--- config.mk ---
export PLATFORM = sky130hd
export DESIGN_NAME = async_fifo_rd_stream
export DESIGN_NICKNAME = d
export VERILOG_FILES = /design/src/rtl/async_fifo_rd_stream.sv
export SDC_FILE = /design/constraint.sdc
export NUM_CORES = 1
export LEC_CHECK = 0
export ABC_AREA = 1
export CORE_MARGIN = 1
export CORE_UTILIZATION = 54
export CTS_CLUSTER_DIAMETER = 80
export DETAILED_ROUTE_END_ITERATION = 8
export PLACE_DENSITY = 0.85
export SYNTH_ARGS = -nofsm -noshare
export SYNTH_HDL_FRONTEND = slang
export SYNTH_SLANG_ARGS = --single-unit
export TNS_END_PERCENT = 20
--- constraint.sdc ---
create_clock -name rclk -period 3 [get_ports rclk]
set_input_delay 0.6 -clock rclk [delete_from_list [all_inputs] [get_ports rclk]]
set_output_delay 0.6 -clock rclk [all_outputs]
set_load 0.05 [all_outputs]
--- src/rtl/async_fifo_rd_stream.sv ---
// async_fifo_rd_stream
//
// Purpose:
//   Read-side drain adapter for async_fifo, clocked in the rclk domain.
//   It pops words from the FIFO read port and presents them as a registered
//   valid/ready stream. A 2-entry skid buffer (head + skid) lets the stream
//   run at 1 word/cycle while keeping m_ready out of the rinc path. m_last
//   marks every PKT_LEN-th transferred word.
//
// Parameters:
//   DSIZE   - data width, matches async_fifo DSIZE
//   PKT_LEN - words per packet for m_last generation (1..65535)
//
// Ports:
//   rclk      in   read-domain clock
//   rrst_n    in   asynchronous active-low reset
//   en        in   drain enable; 0 stops popping, buffered words still drain
//   flush     in   synchronous discard of buffered words and packet counter
//   rempty    in   FIFO empty flag
//   rdata     in   FIFO head word, valid whenever rempty=0
//   rinc      out  FIFO pop strobe
//   m_valid   out  stream word valid
//   m_ready   in   downstream accept
//   m_data    out  stream word
//   m_last    out  last word of a PKT_LEN packet
//   level     out  skid-buffer occupancy 0..2
//   pop_cnt   out  (ASYNC_FIFO_RD_STATS_EN only) saturating count of pops
//   stall_cnt out  (ASYNC_FIFO_RD_STATS_EN only) saturating count of stalls
//
// Optional feature macro: ASYNC_FIFO_RD_STATS_EN

module async_fifo_rd_stream #(
    parameter int DSIZE   = 32,
    parameter int PKT_LEN = 16
) (
    input  logic             rclk,
    input  logic             rrst_n,
    input  logic             en,
    input  logic             flush,
    input  logic             rempty,
    input  logic [DSIZE-1:0] rdata,
    output logic             rinc,
    output logic             m_valid,
    input  logic             m_ready,
    output logic [DSIZE-1:0] m_data,
    output logic             m_last,
    output logic [1:0]       level
`ifdef ASYNC_FIFO_RD_STATS_EN
    ,
    output logic [31:0]      pop_cnt,
    output logic [31:0]      stall_cnt
`endif
);

    localparam int PKT_W = (PKT_LEN > 1) ? $clog2(PKT_LEN) : 1;
    localparam logic [PKT_W-1:0] PKT_MAX = PKT_W'(PKT_LEN - 1);

    typedef enum logic [1:0] {
        LVL_EMPTY = 2'd0,
        LVL_ONE   = 2'd1,
        LVL_FULL  = 2'd2
    } level_e;

    level_e           level_q, level_d;
    logic [DSIZE-1:0] head_q, head_d;
    logic [DSIZE-1:0] skid_q, skid_d;
    logic [PKT_W-1:0] pkt_cnt_q, pkt_cnt_d;
    logic             pop;
    logic             xfer;

    // The pop decision looks only at FIFO flags and local registers, never at
    // m_ready; the skid entry absorbs the word popped in the cycle the
    // downstream stalls. Gating with rrst_n keeps rinc low while in reset.
    assign pop  = rrst_n & en & ~rempty & (level_q != LVL_FULL) & ~flush;
    assign xfer = (level_q != LVL_EMPTY) & m_ready;

    assign rinc    = pop;
    assign m_valid = (level_q != LVL_EMPTY);
    assign m_data  = head_q;
    assign m_last  = m_valid & (pkt_cnt_q == PKT_MAX);
    assign level   = level_q;

    // Buffer occupancy and data movement. The head register is always the
    // word on m_data; the skid register only holds a word in LVL_FULL.
    always_comb begin
        level_d   = level_q;
        head_d    = head_q;
        skid_d    = skid_q;
        pkt_cnt_d = pkt_cnt_q;

        unique case (level_q)
            LVL_EMPTY: begin
                if (pop) begin
                    head_d  = rdata;
                    level_d = LVL_ONE;
                end
            end
            LVL_ONE: begin
                if (pop && xfer) begin
                    head_d = rdata;
                end else if (pop) begin
                    skid_d  = rdata;
                    level_d = LVL_FULL;
                end else if (xfer) begin
                    level_d = LVL_EMPTY;
                end
            end
            LVL_FULL: begin
                if (xfer) begin
                    head_d  = skid_q;
                    level_d = LVL_ONE;
                end
            end
            default: begin
                level_d = LVL_EMPTY;
            end
        endcase

        if (xfer) begin
            pkt_cnt_d = (pkt_cnt_q == PKT_MAX) ? '0 : pkt_cnt_q + 1'b1;
        end

        // Flush wins over everything: the buffer empties and a transfer
        // happening on the same edge does not advance the packet count.
        if (flush) begin
            level_d   = LVL_EMPTY;
            pkt_cnt_d = '0;
        end
    end

    always_ff @(posedge rclk or negedge rrst_n) begin
        if (!rrst_n) begin
            level_q   <= LVL_EMPTY;
            head_q    <= '0;
            skid_q    <= '0;
            pkt_cnt_q <= '0;
        end else begin
            level_q   <= level_d;
            head_q    <= head_d;
            skid_q    <= skid_d;
            pkt_cnt_q <= pkt_cnt_d;
        end
    end

`ifdef ASYNC_FIFO_RD_STATS_EN
    logic [31:0] pop_cnt_q, pop_cnt_d;
    logic [31:0] stall_cnt_q, stall_cnt_d;

    // Saturating event counters; only rrst_n clears them, flush does not.
    always_comb begin
        pop_cnt_d   = pop_cnt_q;
        stall_cnt_d = stall_cnt_q;
        if (pop && (pop_cnt_q != 32'hFFFF_FFFF)) begin
            pop_cnt_d = pop_cnt_q + 32'd1;
        end
        if (m_valid && !m_ready && (stall_cnt_q != 32'hFFFF_FFFF)) begin
            stall_cnt_d = stall_cnt_q + 32'd1;
        end
    end

    always_ff @(posedge rclk or negedge rrst_n) begin
        if (!rrst_n) begin
            pop_cnt_q   <= '0;
            stall_cnt_q <= '0;
        end else begin
            pop_cnt_q   <= pop_cnt_d;
            stall_cnt_q <= stall_cnt_d;
        end
    end

    assign pop_cnt   = pop_cnt_q;
    assign stall_cnt = stall_cnt_q;
`endif

endmodule

**Word level (Yosys, flattened, before mapping)**

Cells that the tools add are included.

- Word-level logic and storage cells: 47
- Register bits: 70
- Bits of input ports: 38

- Mux-type cells: 14
- Reductions and logical operators: 8
- Equality and inequality tests: 11
- Bitwise logic cells: 9
- $add $sub $neg: 1

Operator list:

| operator | number |
|---|---|
| $mux W32 | 3 |
| $pmux W32 S3 | 1 |
| $mux W2 | 6 |
| $mux W4 | 3 |
| $ne A3 B3 Y1 const B | 3 |
| $ne A2 B2 Y1 const B | 4 |
| $reduce_and A4 Y1 | 2 |
| $and A1 B1 Y1 | 6 |
| $pmux W2 S3 | 1 |
| $add A4 B1 Y4 const B | 1 |
| $eq A4 B4 Y1 const B | 1 |
| $ne A4 B4 Y1 const B | 1 |
| $reduce_bool A2 Y1 | 2 |
| $not A1 Y1 | 3 |
| $reduce_and A3 Y1 | 1 |
| $reduce_bool A3 Y1 | 1 |
| $eq A2 B1 Y1 const B | 1 |
| $eq A2 B2 Y1 const B | 1 |
| $logic_not A2 Y1 | 1 |
| $logic_and A1 B1 Y1 | 1 |

**Longest topological paths before layout**

- Depth in word-level cells: 8
- Depth in mapped cells: 8
- Depth with buffers taken out: 7

**Least setup slack after synthesis**

No wires, ideal clock.

- Path type: register -> output
- From: reg level_q[0], in the netlist level[0]
- To: out rinc
- Data arrival time: 1738 ps
- Path buffers: 1
- Cell stages (with the launch flop): 6
- Slack: 662 ps
- Required time: 2400 ps
- Cell sequence: dfrtp_1 -> inv_2 -> nand2_2 -> buf_6 -> nand2_1 -> nor2_1

- Word-level cells in the longest chain between the ends: 3

RTL lines:

| element | RTL line | RTL |
|---|---|---|
| start, declared | 64 | `level_e level_q, level_d;` |
| start signal, assigned | 138 | `level_q <= level_d;` |
| $ne A2 B2 Y1 | 74 | `assign pop = rrst_n & en & ~rempty & (level_q != LVL_FULL) & ~flush;` |
| $and A1 B1 Y1 (2 in series) | 74 |  |
| end, declared | 42 | `output logic rinc,` |

Every way passes these cells.

**Worst setup path after layout**

- From: reg pkt_cnt_q[0]
- To: out m_last

- Word-level cells in the longest chain between the ends: 2

RTL lines:

| element | RTL line | RTL |
|---|---|---|
| start, declared | 67 | `logic [PKT_W-1:0] pkt_cnt_q, pkt_cnt_d;` |
| start signal, assigned | 141 | `pkt_cnt_q <= pkt_cnt_d;` |
| $eq A4 B4 Y1 | 80 | `assign m_last = m_valid & (pkt_cnt_q == PKT_MAX);` |
| $and A1 B1 Y1 | 80 |  |
| end, declared | 46 | `output logic m_last,` |

Every way passes these cells.

==> results.yml <==
worst_setup_path:
  worstRegToRegCells: 8
  critPathKind: "flip-flop to primary output"
  r2r_end: "m_data[9]"
  critPathSlowestCell: "clkdlybuf4s50_1"
  r2r_slack_ps: 1180
  crit_end: "m_last"
  cp_data_arrival_time_ps: 1950
  worstPathCellList: "ha_1, nand3_1, nor2_1, clkdlybuf4s50_1"
  cp_num_buf_inv: 1
  cp_num_cells: 4
  max_stage_delay_ps: 810
  endpoint_kind: "primary output"
  worstPathMaxFanout: 4
  reg2reg_from: "level[0]"
  worstPathRequired_ps: 2400
  worstSetupStartpoint: "pkt_cnt_q[0]"
  cp-start-kind: "flip-flop"
  cpLargestDelayFamily: "buffers and inverters"
yosys:
  synth_top_area_share: 0.536
  yosys.area.top_type: "dfrtp_1"
  yosysUniqueCellTypes: 19
  seq_area_frac_synth: 0.536
  ys_ff_latch: 70
  synthCells: 363
  ys_warn_count: 0
  syn_area_per_cell_um2: 9.01
  synth_area_um2: 3270
  synth_area_leaders: "dfrtp_1 54%, nand2_1 13%, o21ai_2 11%"
  synth_nets: 402
detailed_routing:
  drtAntennaViolNets: 0
  post_drt_wl_per_cell_um: 13.2
  dr.pass1.iters: 5
  drc: 0
  vias: 2629
  dr.first_iter.drc_count: 127
  finalWirelength_mm: 6.76
  drt-vias-per-instance: 5.13
sta:
  finalSetupTns_ps: 0
  relSlewSlack: 0.427
  rsz0062_at_grt: "no"
  finalMaxSlewViolations: 0
  setup_violations: 0
  min_period_ps: 2550
  tightest_slew_ps: 859
  clock.fmax_mhz: 393
  finalCritPeriodShare: 0.849
  hold_violations: 0
  skew_ps: 8.15
  hold_ws_ps: 475
power_and_ir_drop:
  powerDensity_nw_per_um2: 775
  peakVddDrop_mv: 0.543
  cellLeakagePower_nw: 2.10
  total_power_w: 0.00326
cts:
  cts_sinks: 70
  path_clk_slew_ps: 80
  holdBufCountCts: 0
  cts_setup_buffers: 0
  clk_latency_ps: 340
  numCtsBuffers: 9
  cts_tree: "done"
  cts_max_path_buffers: 2
  cts_root_buf: "clkbuf_8"
  htree_num_levels: 3
  cts_resized: 0
global_routing:
  grt_usage: 0.237
  first_global_vias: 2589
  grt_start_max_net_pins: 71
  grt_pass1_wl_mm: 11.5
  grt_overflow: 0
  antenna_found_initial: 0
place:
  portBuffers: 74
  globalplace.congestion: 0.776
  place_hpwl_mm: 4.47
floorplanning:
  die_y_um: 79.8
  rows: 27
  start_util: 0.576
  coreArea_um2: 5680
  ios: 75
  dieWidth_um: 79.8
  dieArea_um2: 6370
final_layout:
  drive_gt1_frac: 0.164
  antenna_cells: 0
  area_growth_pct: 28.8
  finalNetCount: 474
run:
  drv_cap: 0
min_path:
  hp-class: "input port to asynchronous set/reset pin"
status:
  status: "finished clean"
[final cells by class]
type                            count  area (µm²)
Clock buffer                       11         141
Sequential cell                    70        1750
Tap cell                           72        90.1
Multi-Input combinational cell    235        1200
Inverter                           38         143
Fill cell                         421        1460
Timing Repair Buffer               81         801
Clock inverter                      5        82.6
[report_power, final]
part	internal (W)	switching (W)	total, W
Clock	0.000491	0.000361	0.000852
Sequential	0.00116	0.000129	0.00129
Combinational	0.000398	0.000723	0.00112
[flip-flops by register name, indices dropped and copies added, names as in the netlist]
name,flops
skid_q,32
m_data,32
level,2
pkt_cnt_q,4
[cells by family after synthesis]
| family | after synthesis | share of synthesized area |
|---|---|---|
| compound gates | 99 | 0.199 |
| xor+xnor | 1 | 0.00268 |
| fa+ha+maj | 1 | 0.00382 |
| simple gates | 134 | 0.163 |
| flops | 70 | 0.536 |
| buf+inv | 58 | 0.0968 |
[Yosys cell counts (all sizes together)]
| cell type | instances |
|---|---|
| nor2 | 8 |
| nand3 | 7 |
| xor2 | 1 |
| buf | 19 |
| nand2 | 115 |
| nand4 | 3 |
| dfrtp | 70 |
| ha | 1 |
| or2 | 1 |
| inv | 38 |
| clkbuf | 1 |
| o21ai | 99 |
[placed cells by master, fill, tap and decap left out]
| cell type | n |
|---|---|
| clkdlybuf4s50_1 | 72 |
| o21ai_0 | 10 |
| nor2_1 | 6 |
| dfrtp_1 | 70 |
| inv_1 | 36 |
| or2_2 | 1 |
| nand2_2 | 2 |
| o21ai_2 | 41 |
| xor2_1 | 1 |
| nand4_1 | 3 |
| nor2_2 | 2 |
| bufinv_16 | 2 |
| clkbuf_8 | 10 |
| inv_2 | 2 |
| ha_1 | 1 |
| clkbuf_1 | 1 |
| buf_12 | 1 |
| clkinvlp_4 | 3 |
| nand2_1 | 113 |
| nand3_1 | 7 |
| buf_4 | 8 |
| o21ai_1 | 48 |
[metrics by stage]
| step | utilization | setup slack (ps) | std cells | area [µm²] |
|---|---|---|---|---|
| final | 0.742 | 453 | 512 | 4210 |
| after global routing | 0.742 | 369 | 512 | 4210 |
| after CTS | 0.742 | 450 | 512 | 4210 |
| after detailed placement | 0.703 | 589 | 496 | 3990 |
| after global placement | 0.703 | 605 | 496 | 3990 |
| after floorplan | - | 662 | 363 | 3270 |
[how the worst min path moves through the flow]
stage	start	to	slack (ps)	cells past startpoint
after detailed placement	skid_q[29]	skid_q[29]	460	2
after floorplan	rrst_n	level[0]	300	0
after global placement	skid_q[0]	skid_q[0]	460	2
final	rrst_n	skid_q[30]	470	2
after global routing	m_data[24]	m_data[24]	510	2
after CTS	skid_q[29]	skid_q[29]	480	2
[worst reg2reg max path, stage by stage, from the launching register on]
cell and delay [ps]:
dfrtp_1 490, inv_2 70, nand2_2 70, buf_4 340, nand2_1 120, nand2_2 80
buf_4 350, nand2_1 150, o21ai_2 80
[layer usage]
metal  routed length, µm  GRT usage
met1                2950      0.286
met2                3420      0.418
met3                 266     0.0446
met4                 112     0.0911
met5                   0          0
Power figures use the tool's default switching activity.
